## src/rtl/fifo_pkg.sv

```systemverilog
// ============================================================================
// fifo_pkg : shared types and helpers for sync_fifo
// Rev 1.0  : initial release
// ============================================================================
`default_nettype none

package fifo_pkg;

    typedef enum logic [0:0] {
        FIFO_STD  = 1'b0,
        FIFO_FWFT = 1'b1
    } fifo_mode_e;

    typedef enum logic [0:0] {
        S_EMPTY = 1'b0,
        S_VALID = 1'b1
    } fwft_state_e;

    function automatic int level_width(input int depth);
        return $clog2(depth) + 1;
    endfunction

endpackage

`default_nettype wire

```

## src/rtl/fifo_fwft_stage.sv

```systemverilog
// ============================================================================
// fifo_fwft_stage : first-word-fall-through output register and FSM
// Rev 1.0         : initial release
// ============================================================================
`default_nettype none

module fifo_fwft_stage
    import fifo_pkg::*;
#(
    parameter int DATA_WIDTH = 8
) (
    input  logic                  clk_i,
    input  logic                  rst_i,
    input  logic                  mem_nonempty_i,
    input  logic [DATA_WIDTH-1:0] mem_data_i,
    input  logic                  pop_i,
    output logic                  load_o,
    output logic                  rrdy_o,
    output logic [DATA_WIDTH-1:0] dout_o
);

    fwft_state_e           state_q, state_d;
    logic [DATA_WIDTH-1:0] data_q, data_d;
    logic                  pop_ok;

    // Refill whenever the stage is empty or is being drained this cycle.
    always_comb begin
        pop_ok  = pop_i && (state_q == S_VALID);
        load_o  = mem_nonempty_i && ((state_q == S_EMPTY) || pop_ok);
        state_d = state_q;
        data_d  = data_q;
        if (load_o) begin
            state_d = S_VALID;
            data_d  = mem_data_i;
        end else if (pop_ok) begin
            state_d = S_EMPTY;
        end
    end

    always_ff @(posedge clk_i or posedge rst_i) begin
        if (rst_i) begin
            state_q <= S_EMPTY;
            data_q  <= '0;
        end else begin
            state_q <= state_d;
            data_q  <= data_d;
        end
    end

    assign rrdy_o = (state_q == S_VALID);
    assign dout_o = data_q;

endmodule

`default_nettype wire

```

## src/rtl/sync_fifo.sv

```systemverilog
// ============================================================================
// sync_fifo : single-clock FIFO, standard or FWFT read, with status and errors
// Rev 1.0   : initial release
// ============================================================================
`default_nettype none

module sync_fifo
    import fifo_pkg::*;
#(
    parameter int         DATA_WIDTH = 8,
    parameter int         DEPTH      = 8,
    parameter fifo_mode_e MODE       = FIFO_STD,
    parameter int         AFULL_LVL  = DEPTH - 1,
    parameter int         AEMPTY_LVL = 1
) (
    input  logic                          clk_i,
    input  logic                          rst_i,
    input  logic                          wea_i,
    input  logic [DATA_WIDTH-1:0]         dina_i,
    output logic                          wrdy_o,
    input  logic                          reb_i,
    output logic [DATA_WIDTH-1:0]         doutb_o,
    output logic                          rrdy_o,
    output logic [level_width(DEPTH)-1:0] level_o,
    output logic                          afull_o,
    output logic                          aempty_o,
    output logic                          overflow_o,
    output logic                          underflow_o
);

    localparam int             AW       = $clog2(DEPTH);
    localparam int             LW       = level_width(DEPTH);
    localparam logic [LW-1:0]  FULL_CNT = LW'(DEPTH);
    localparam logic [LW-1:0]  AF_CNT   = LW'(AFULL_LVL);
    localparam logic [LW-1:0]  AE_CNT   = LW'(AEMPTY_LVL);

    if (DATA_WIDTH < 1) begin : g_chk_width
        $error("sync_fifo: DATA_WIDTH must be >= 1");
    end
    if (DEPTH < 2 || (DEPTH & (DEPTH - 1)) != 0) begin : g_chk_depth
        $error("sync_fifo: DEPTH must be a power of two >= 2");
    end
    if (AFULL_LVL < 1 || AFULL_LVL > DEPTH) begin : g_chk_afull
        $error("sync_fifo: AFULL_LVL out of range 1..DEPTH");
    end
    if (AEMPTY_LVL < 0 || AEMPTY_LVL > DEPTH - 1) begin : g_chk_aempty
        $error("sync_fifo: AEMPTY_LVL out of range 0..DEPTH-1");
    end

    logic [DATA_WIDTH-1:0] mem_q [DEPTH];
    logic [AW-1:0]         wr_ptr_q, wr_ptr_d;
    logic [AW-1:0]         rd_ptr_q, rd_ptr_d;
    logic [LW-1:0]         count_q, count_d;
    logic                  afull_q, aempty_q;
    logic                  overflow_q, underflow_q;

    logic                  wr_ok, rd_ok, rd_adv, rrdy;
    logic [DATA_WIDTH-1:0] rd_data;

    assign wrdy_o  = (count_q != FULL_CNT);
    assign wr_ok   = wea_i && wrdy_o;
    assign rd_ok   = reb_i && rrdy;
    assign rd_data = mem_q[rd_ptr_q];

    always_comb begin
        wr_ptr_d = wr_ptr_q;
        rd_ptr_d = rd_ptr_q;
        count_d  = count_q;
        if (wr_ok) begin
            wr_ptr_d = wr_ptr_q + 1'b1;
        end
        if (rd_adv) begin
            rd_ptr_d = rd_ptr_q + 1'b1;
        end
        // Occupancy counts the FWFT stage too, so only handshakes move it.
        case ({wr_ok, rd_ok})
            2'b10:   count_d = count_q + 1'b1;
            2'b01:   count_d = count_q - 1'b1;
            default: count_d = count_q;
        endcase
    end

    always_ff @(posedge clk_i) begin
        if (wr_ok) begin
            mem_q[wr_ptr_q] <= dina_i;
        end
    end

    always_ff @(posedge clk_i or posedge rst_i) begin
        if (rst_i) begin
            wr_ptr_q    <= '0;
            rd_ptr_q    <= '0;
            count_q     <= '0;
            afull_q     <= 1'b0;
            aempty_q    <= 1'b1;
            overflow_q  <= 1'b0;
            underflow_q <= 1'b0;
        end else begin
            wr_ptr_q    <= wr_ptr_d;
            rd_ptr_q    <= rd_ptr_d;
            count_q     <= count_d;
            afull_q     <= (count_d >= AF_CNT);
            aempty_q    <= (count_d <= AE_CNT);
            overflow_q  <= wea_i && !wrdy_o;
            underflow_q <= reb_i && !rrdy;
        end
    end

    if (MODE == FIFO_FWFT) begin : g_fwft
        logic mem_nonempty;

        assign mem_nonempty = ((count_q - LW'(rrdy)) != '0);

        fifo_fwft_stage #(
            .DATA_WIDTH (DATA_WIDTH)
        ) u_stage (
            .clk_i          (clk_i),
            .rst_i          (rst_i),
            .mem_nonempty_i (mem_nonempty),
            .mem_data_i     (rd_data),
            .pop_i          (reb_i),
            .load_o         (rd_adv),
            .rrdy_o         (rrdy),
            .dout_o         (doutb_o)
        );
    end else begin : g_std
        logic [DATA_WIDTH-1:0] dout_q;

        always_ff @(posedge clk_i or posedge rst_i) begin
            if (rst_i) begin
                dout_q <= '0;
            end else if (rd_ok) begin
                dout_q <= rd_data;
            end
        end

        assign rrdy    = (count_q != '0);
        assign rd_adv  = rd_ok;
        assign doutb_o = dout_q;
    end

    assign rrdy_o      = rrdy;
    assign level_o     = count_q;
    assign afull_o     = afull_q;
    assign aempty_o    = aempty_q;
    assign overflow_o  = overflow_q;
    assign underflow_o = underflow_q;

endmodule

`default_nettype wire

```

## config.mk

```make
export PLATFORM = sky130hd
export DESIGN_NAME = sync_fifo
export DESIGN_NICKNAME = d
export VERILOG_FILES = /design/src/rtl/fifo_pkg.sv /design/src/rtl/fifo_fwft_stage.sv /design/src/rtl/sync_fifo.sv
export SDC_FILE = /design/constraint.sdc
export NUM_CORES = 1
export LEC_CHECK = 0
export BUFFER_PORTS_ARGS = -buffer_cell sky130_fd_sc_hd__buf_2
export CORE_MARGIN = 5
export CORE_UTILIZATION = 58
export CTS_CLUSTER_SIZE = 28
export DETAILED_ROUTE_END_ITERATION = 16
export PLACE_DENSITY = 0.89
export SLEW_MARGIN = 5
export SYNTH_ARGS = -nofsm -noshare
export SYNTH_HDL_FRONTEND = slang
export SYNTH_SLANG_ARGS = --single-unit
export TNS_END_PERCENT = 20
```

## constraint.sdc

```tcl
create_clock -name clk_i -period 3 [get_ports clk_i]
set_input_delay 0.75 -clock clk_i [delete_from_list [all_inputs] [get_ports clk_i]]
set_output_delay 0.75 -clock clk_i [all_outputs]
set_load 0.05 [all_outputs]
```

# Word-level counts from Yosys, hierarchy flattened
# Memory sizes are Yosys's and may differ from the RTL's. A register that Yosys moved wholly into a read port is not among the register bits.
# Index checks and enable logic that the tools add are counted.
totals:
  ff_bits: 14
  latch_bits: 0
  ramBits: 64
  romBits: 0
  output_inout_bits: 18
  wordCells: 27
  mem_count: 1
memory_table:
  columns: ["memory", "depth", "word_bits", "rd", "rd_clocked_by_memory_dff", "wr", "line", "source"]
  rows:
  - ["mem_q", 8, 8, 1, 1, 1, "sync_fifo.sv:50", "logic [DATA_WIDTH-1:0] mem_q [DEPTH];"]
op_classes:
  add_sub_neg: 4
  mul: 0
  n_div: 0
  n_lt_le_gt_ge: 2
  eq_ne: 3
  n_shift: 0
  mux: 3
  bitwise: 0
  reduce_logical: 7
op_table:
  columns: ["cell", "n"]
  rows:
  - ["$pmux 4 s2", 1]
  - ["$add 3x1->3 const B", 2]
  - ["$add 4x1->4 const B", 1]
  - ["$ge 4x3->1 const B", 1]
  - ["$le 4x1->1 const B", 1]
  - ["$logic_and 1x1->1", 4]
  - ["$ne 4x4->1 const B", 1]
  - ["$reduce_bool 4->1", 1]
  - ["$sub 4x1->4 const B", 1]
  - ["$eq 2x1->1 const B", 1]
  - ["$eq 2x2->1 const B", 1]
  - ["$logic_not 1->1", 2]
  - ["$mux 1", 2]

# Logic depth before layout (Yosys ltp)
depth:
  depth_word: 5
  mapped_depth: 12
  depth_no_buf: 10

# Worst setup path after synthesis
# No wires, ideal clock.
synth_timing:
  path_type: "reg-to-reg"
  start: "reg count_q[1] (netlist: level_o[1])"
  end: "reg aempty_q (netlist: aempty_o)"
  setup_ps: 96
  t_arrival_ps: 2861
  t_required_ps: 2904
  setup_slack_ps: 43
  stages_incl_launch_ff: 13
  n_path_buf: 2
  path_cell_list: "dfrtp_1 > buf_6 > or4b_1 > buf_2 > a21oi_2 > xor2_1 > ha_1 > a21oi_1 > nor2b_1 > mux2i_1 > xor2_1 > inv_1 > nor4bb_1"
synth_between:
  elab_chain_cells: 5
  word_cells_on_any_way: 10
  classes_between: "add/sub (2); order compare (1); eq/ne (3); mux (1); reduce/logical (3)"
synth_rtl:
  columns: ["element", "line", "source"]
  rows:
  - ["start: declaration", "sync_fifo.sv:53", "logic [LW-1:0] count_q, count_d;"]
  - ["start signal: assignment", "sync_fifo.sv:101", "count_q <= count_d;"]
  - ["$ne 4x4->1 (*)", "sync_fifo.sv:60", "assign wrdy_o = (count_q != FULL_CNT);"]
  - ["net wrdy_o", "sync_fifo.sv:20", "output logic wrdy_o,"]
  - ["$logic_and 1x1->1 (*)", "sync_fifo.sv:61", "assign wr_ok = wea_i && wrdy_o;"]
  - ["$eq 2x1->1 or $eq 2x2->1 (tied branches)", "sync_fifo.sv:76", "case ({wr_ok, rd_ok})"]
  - ["$pmux 4 s2 (*)", "sync_fifo.sv:76", null]
  - ["net count_d[2]", "sync_fifo.sv:53", null]
  - ["$le 4x1->1 (*)", "sync_fifo.sv:103", "aempty_q <= (count_d <= AE_CNT);"]
  - ["end signal: assignment", "sync_fifo.sv:103", null]
  - ["end: declaration", "sync_fifo.sv:54", "logic afull_q, aempty_q;"]
# The timed path passes the listed nets; every way through them passes the cells marked *.
# A chain may end at the register's enable or synchronous reset.

# Worst setup path after layout
layout_timing:
  start: "reg count_q[0] (netlist: level_o[0])"
  end: "reg aempty_q (netlist: aempty_o)"
layout_between:
  elab_chain_cells: 5
  word_cells_on_any_way: 10
  classes_between: "add/sub (2); order compare (1); eq/ne (3); mux (1); reduce/logical (3)"
layout_rtl:
  columns: ["element", "line"]
  rows:
  - ["$ne 4x4->1 or $reduce_bool 4->1 (tied branches)", "sync_fifo.sv:60, sync_fifo.sv:137"]
  - ["$logic_and 1x1->1 (on tied branches)", "sync_fifo.sv:61, sync_fifo.sv:62"]
  - ["$eq 2x1->1 or $eq 2x2->1 (tied branches)", "sync_fifo.sv:76"]
  - ["$pmux 4 s2 (*)", "sync_fifo.sv:76"]
  - ["net count_d[2]", "sync_fifo.sv:53"]
  - ["$le 4x1->1 (*)", "sync_fifo.sv:103"]
# Marked as above.

==> flow_summary.yaml <==
detailed_routing:
  via_per_inst: 5.444
  vias: 1742
  drt-wirelength-per-cell_um: 18.26
  route.detailed.drc: 0
  met1_length_um: 2430
  ant_nets: 0
  top_layer: "met4"
  first_pass_iters: 4
  finalWirelength_um: 5843
  wl_met2_um: 3068
  drtIter0Drc: 107
  wl_met3_um: 284
synth:
  yosysTopAreaCell: "edfxtp_1"
  synth_cell_types: 34
  async_flop_share_pct: 25.58
  syn_avg_cell_area_sq_um: 17.42
  ys.flop_type: "edfxtp_1"
  synth_cells: 197
  yosys_warnings: 0
  yosysTopAreaCellShare_pct: 56.00
  synth_edf_count: 64
  ys_seq_area_share_pct: 72.07
  synthTopCellsByArea: "edfxtp_1 56%, dfrtp_1 15%, mux4_2 10%, mux2i_1 2.9%, nand2_1 2.1%"
  synth_area_sq_mm: 0.003432
  synth_fp_nets: 213
  ys_ff_latch: 86
finish:
  drive_above_1_share_pct: 33.06
  fin_util_pct: 67.77
  fillers: 391
  multiInputGateArea_sq_um: 894.6
  nets: 256
  final_common_cell: "edfxtp_1"
  most-common-layout-cells: "64 x edfxtp_1, 29 x buf_2, 21 x dfrtp_1"
  n_antenna_cell: 0
  seq_area_sq_mm: 0.002474
  syn2layout_area_growth_pct: 15.53
die:
  start_util_pct: 58.66
  die_x_um: 86.93
  core_area_sq_mm: 0.005851
  dieHeight_um: 86.93
  rows: 28
  num_io_pins: 30
  die_area_sq_mm: 0.007556
job:
  drv_cap: 0
timing:
  finalHoldViolations: 0
  max_freq_ghz: 0.3608
  tightest_slew_ps: 816.1
  tns_ps: 0
  min_period_ps: 2772
  post-route-period-util_pct: 92.39
  slew_headroom_pct: 45.53
  setup_violations: 0
  finalClockSkew_ps: 7.942
  rsz0062_at_grt: "no"
  maxSlewViolCount: 0
setup_path:
  crit_arrival_ps: 3010
  critPathKind: "reg -> reg"
  cp-end-kind: "flip-flop"
  crit_chain: "or4b_4, a21oi_2, xor2_1, ha_1, a21oi_1, nor2b_1, mux2i_1, xor2_1, inv_1, nor4bb_1"
  cp_common_cell: "xor2_1"
  slowest_delay_ps: 620
  startpoint_type: "flip-flop"
  slowest_stage: "or4b_4"
  worst-path-max-fanout: 8
  cp.required_ps: 3240
grt:
  grt_pass1_vias: 1825
  antenna_found_initial: 0
  grt_overflow: 0
  grt_first_pass_wirelength_um: 9384
  grt_use_total_pct: 17.49
  grt_max_degree: 23
run_status:
  status: "completed"
power:
  cellLeakagePower_nw: 1.502
  powerDensity_mw_per_mm2: 1049
  finalPower_mw: 4.160
  vdd_ir_drop_max_uv: 737.5
cts:
  cts_sinks: 86
  numCtsBuffers: 9
  clk_latency_ps: 340
  cts_buffer_depth: 2
  clkTransAtPathRegs_ps: 80
  cts_resized: 0
  cts_root_buf: "clkbuf_8"
  hold_buffers: 0
  h-tree-depth: 3
  post_cts_buffers: 0
  cts_tree: "done"
placement:
  port_buffers: 29
  dp_hpwl_um: 3859
  finalWeightedCongestion: 0.7270
worst_hold_path:
  min-delay-path-class: "reg -> reg"
[Yosys cell counts, drive strengths merged (3+ instances only)]
library cell,n
nand2b,3
edfxtp,64
mux4,16
nor2,9
clkbuf,3
xnor2,4
buf,6
mux2i,10
o21ai,9
ha,4
dfrtp,21
nand2,19
inv,6
[per-layer routing]
| metal | GRT usage (%) | vias up |
|---|---|---|
| met2 | 28.43 | 46 |
| met1 | 22.50 | 857 |
| li1 | - | 832 |
| met3 | 3.879 | 7 |
| met4 | 8.215 | 0 |
| met5 | 0 | - |
[critical path, delay by kind of cell (launching register included)]
family	cells	cell delay, ps
buf+inv	1	80
simple gates	3	1080
fa+ha+maj	1	170
mux	1	170
compound gates	2	280
xor+xnor	2	400
flops	1	480
[metrics by stage]
step | instances | setup WS (ps) | hold WS, ps | cell area [sq um]
finish | 320 | 228.4 | 480.7 | 3965
global route | 320 | 86.66 | 518.5 | 3965
CTS | 320 | 146.9 | 484.2 | 3961
detailed placement | 304 | 173.1 | 465.5 | 3716
global placement | 304 | 332.8 | 456.6 | 3716
floorplan | 197 | 42.74 | 488.1 | 3432
[report_power, final]
group / internal, mW / total, mW / switching (mW)
logic: 0.567 / 1.41 / 0.843
clock network: 0.555 / 0.956 / 0.401
registers: 1.55 / 1.79 / 0.244
total: 2.67 / 4.16 / 1.49
[final cells by class]
type | instances | area share (%)
multi-input cells | 96 | 22.56
inverters | 6 | 0.5680
well taps | 75 | 2.367
clock inverters | 7 | 3.061
flip-flops and latches | 86 | 62.39
repair buffers | 41 | 5.932
clock buffers | 9 | 3.124
[worst paths after layout]
path | startpoint | slack (ps) | endpoint | cells past startpoint
worst max-delay path | level_o[0] | 230 | aempty_o | 10
worst min-delay path | doutb_o[5] | 480 | doutb_o[5] | 2
worst max register to register | level_o[0] | 230 | aempty_o | 10
worst min register to register | doutb_o[5] | 480 | doutb_o[5] | 2
max in group asynchronous | rst_i | 1940 | wr_ptr_q[1] | 2
min in group asynchronous | rst_i | 550 | level_o[2] | 2
[kinds of logic after synthesis]
| group | after synthesis | share of synthesized area, % |
|---|---|---|
| adders and majority gates | 4 | 1.458 |
| and+or+nand+nor | 43 | 5.870 |
| xor gates and xnor gates | 6 | 1.531 |
| AOI/OAI and AO/OA | 15 | 3.026 |
| buffers and inverters | 15 | 1.969 |
| DFF | 86 | 72.07 |
| muxes | 28 | 14.07 |
[flip-flops by register name (all words and copies together) (netlist names)]
| signal | flops |
|---|---|
| aempty_o | 1 |
| afull_o | 1 |
| doutb_o | 8 |
| level_o | 4 |
| mem_q | 64 |
| overflow_o | 1 |
| rd_ptr_q | 3 |
| underflow_o | 1 |
| wr_ptr_q | 3 |
Note: power is estimated with default switching activity, not from simulation.
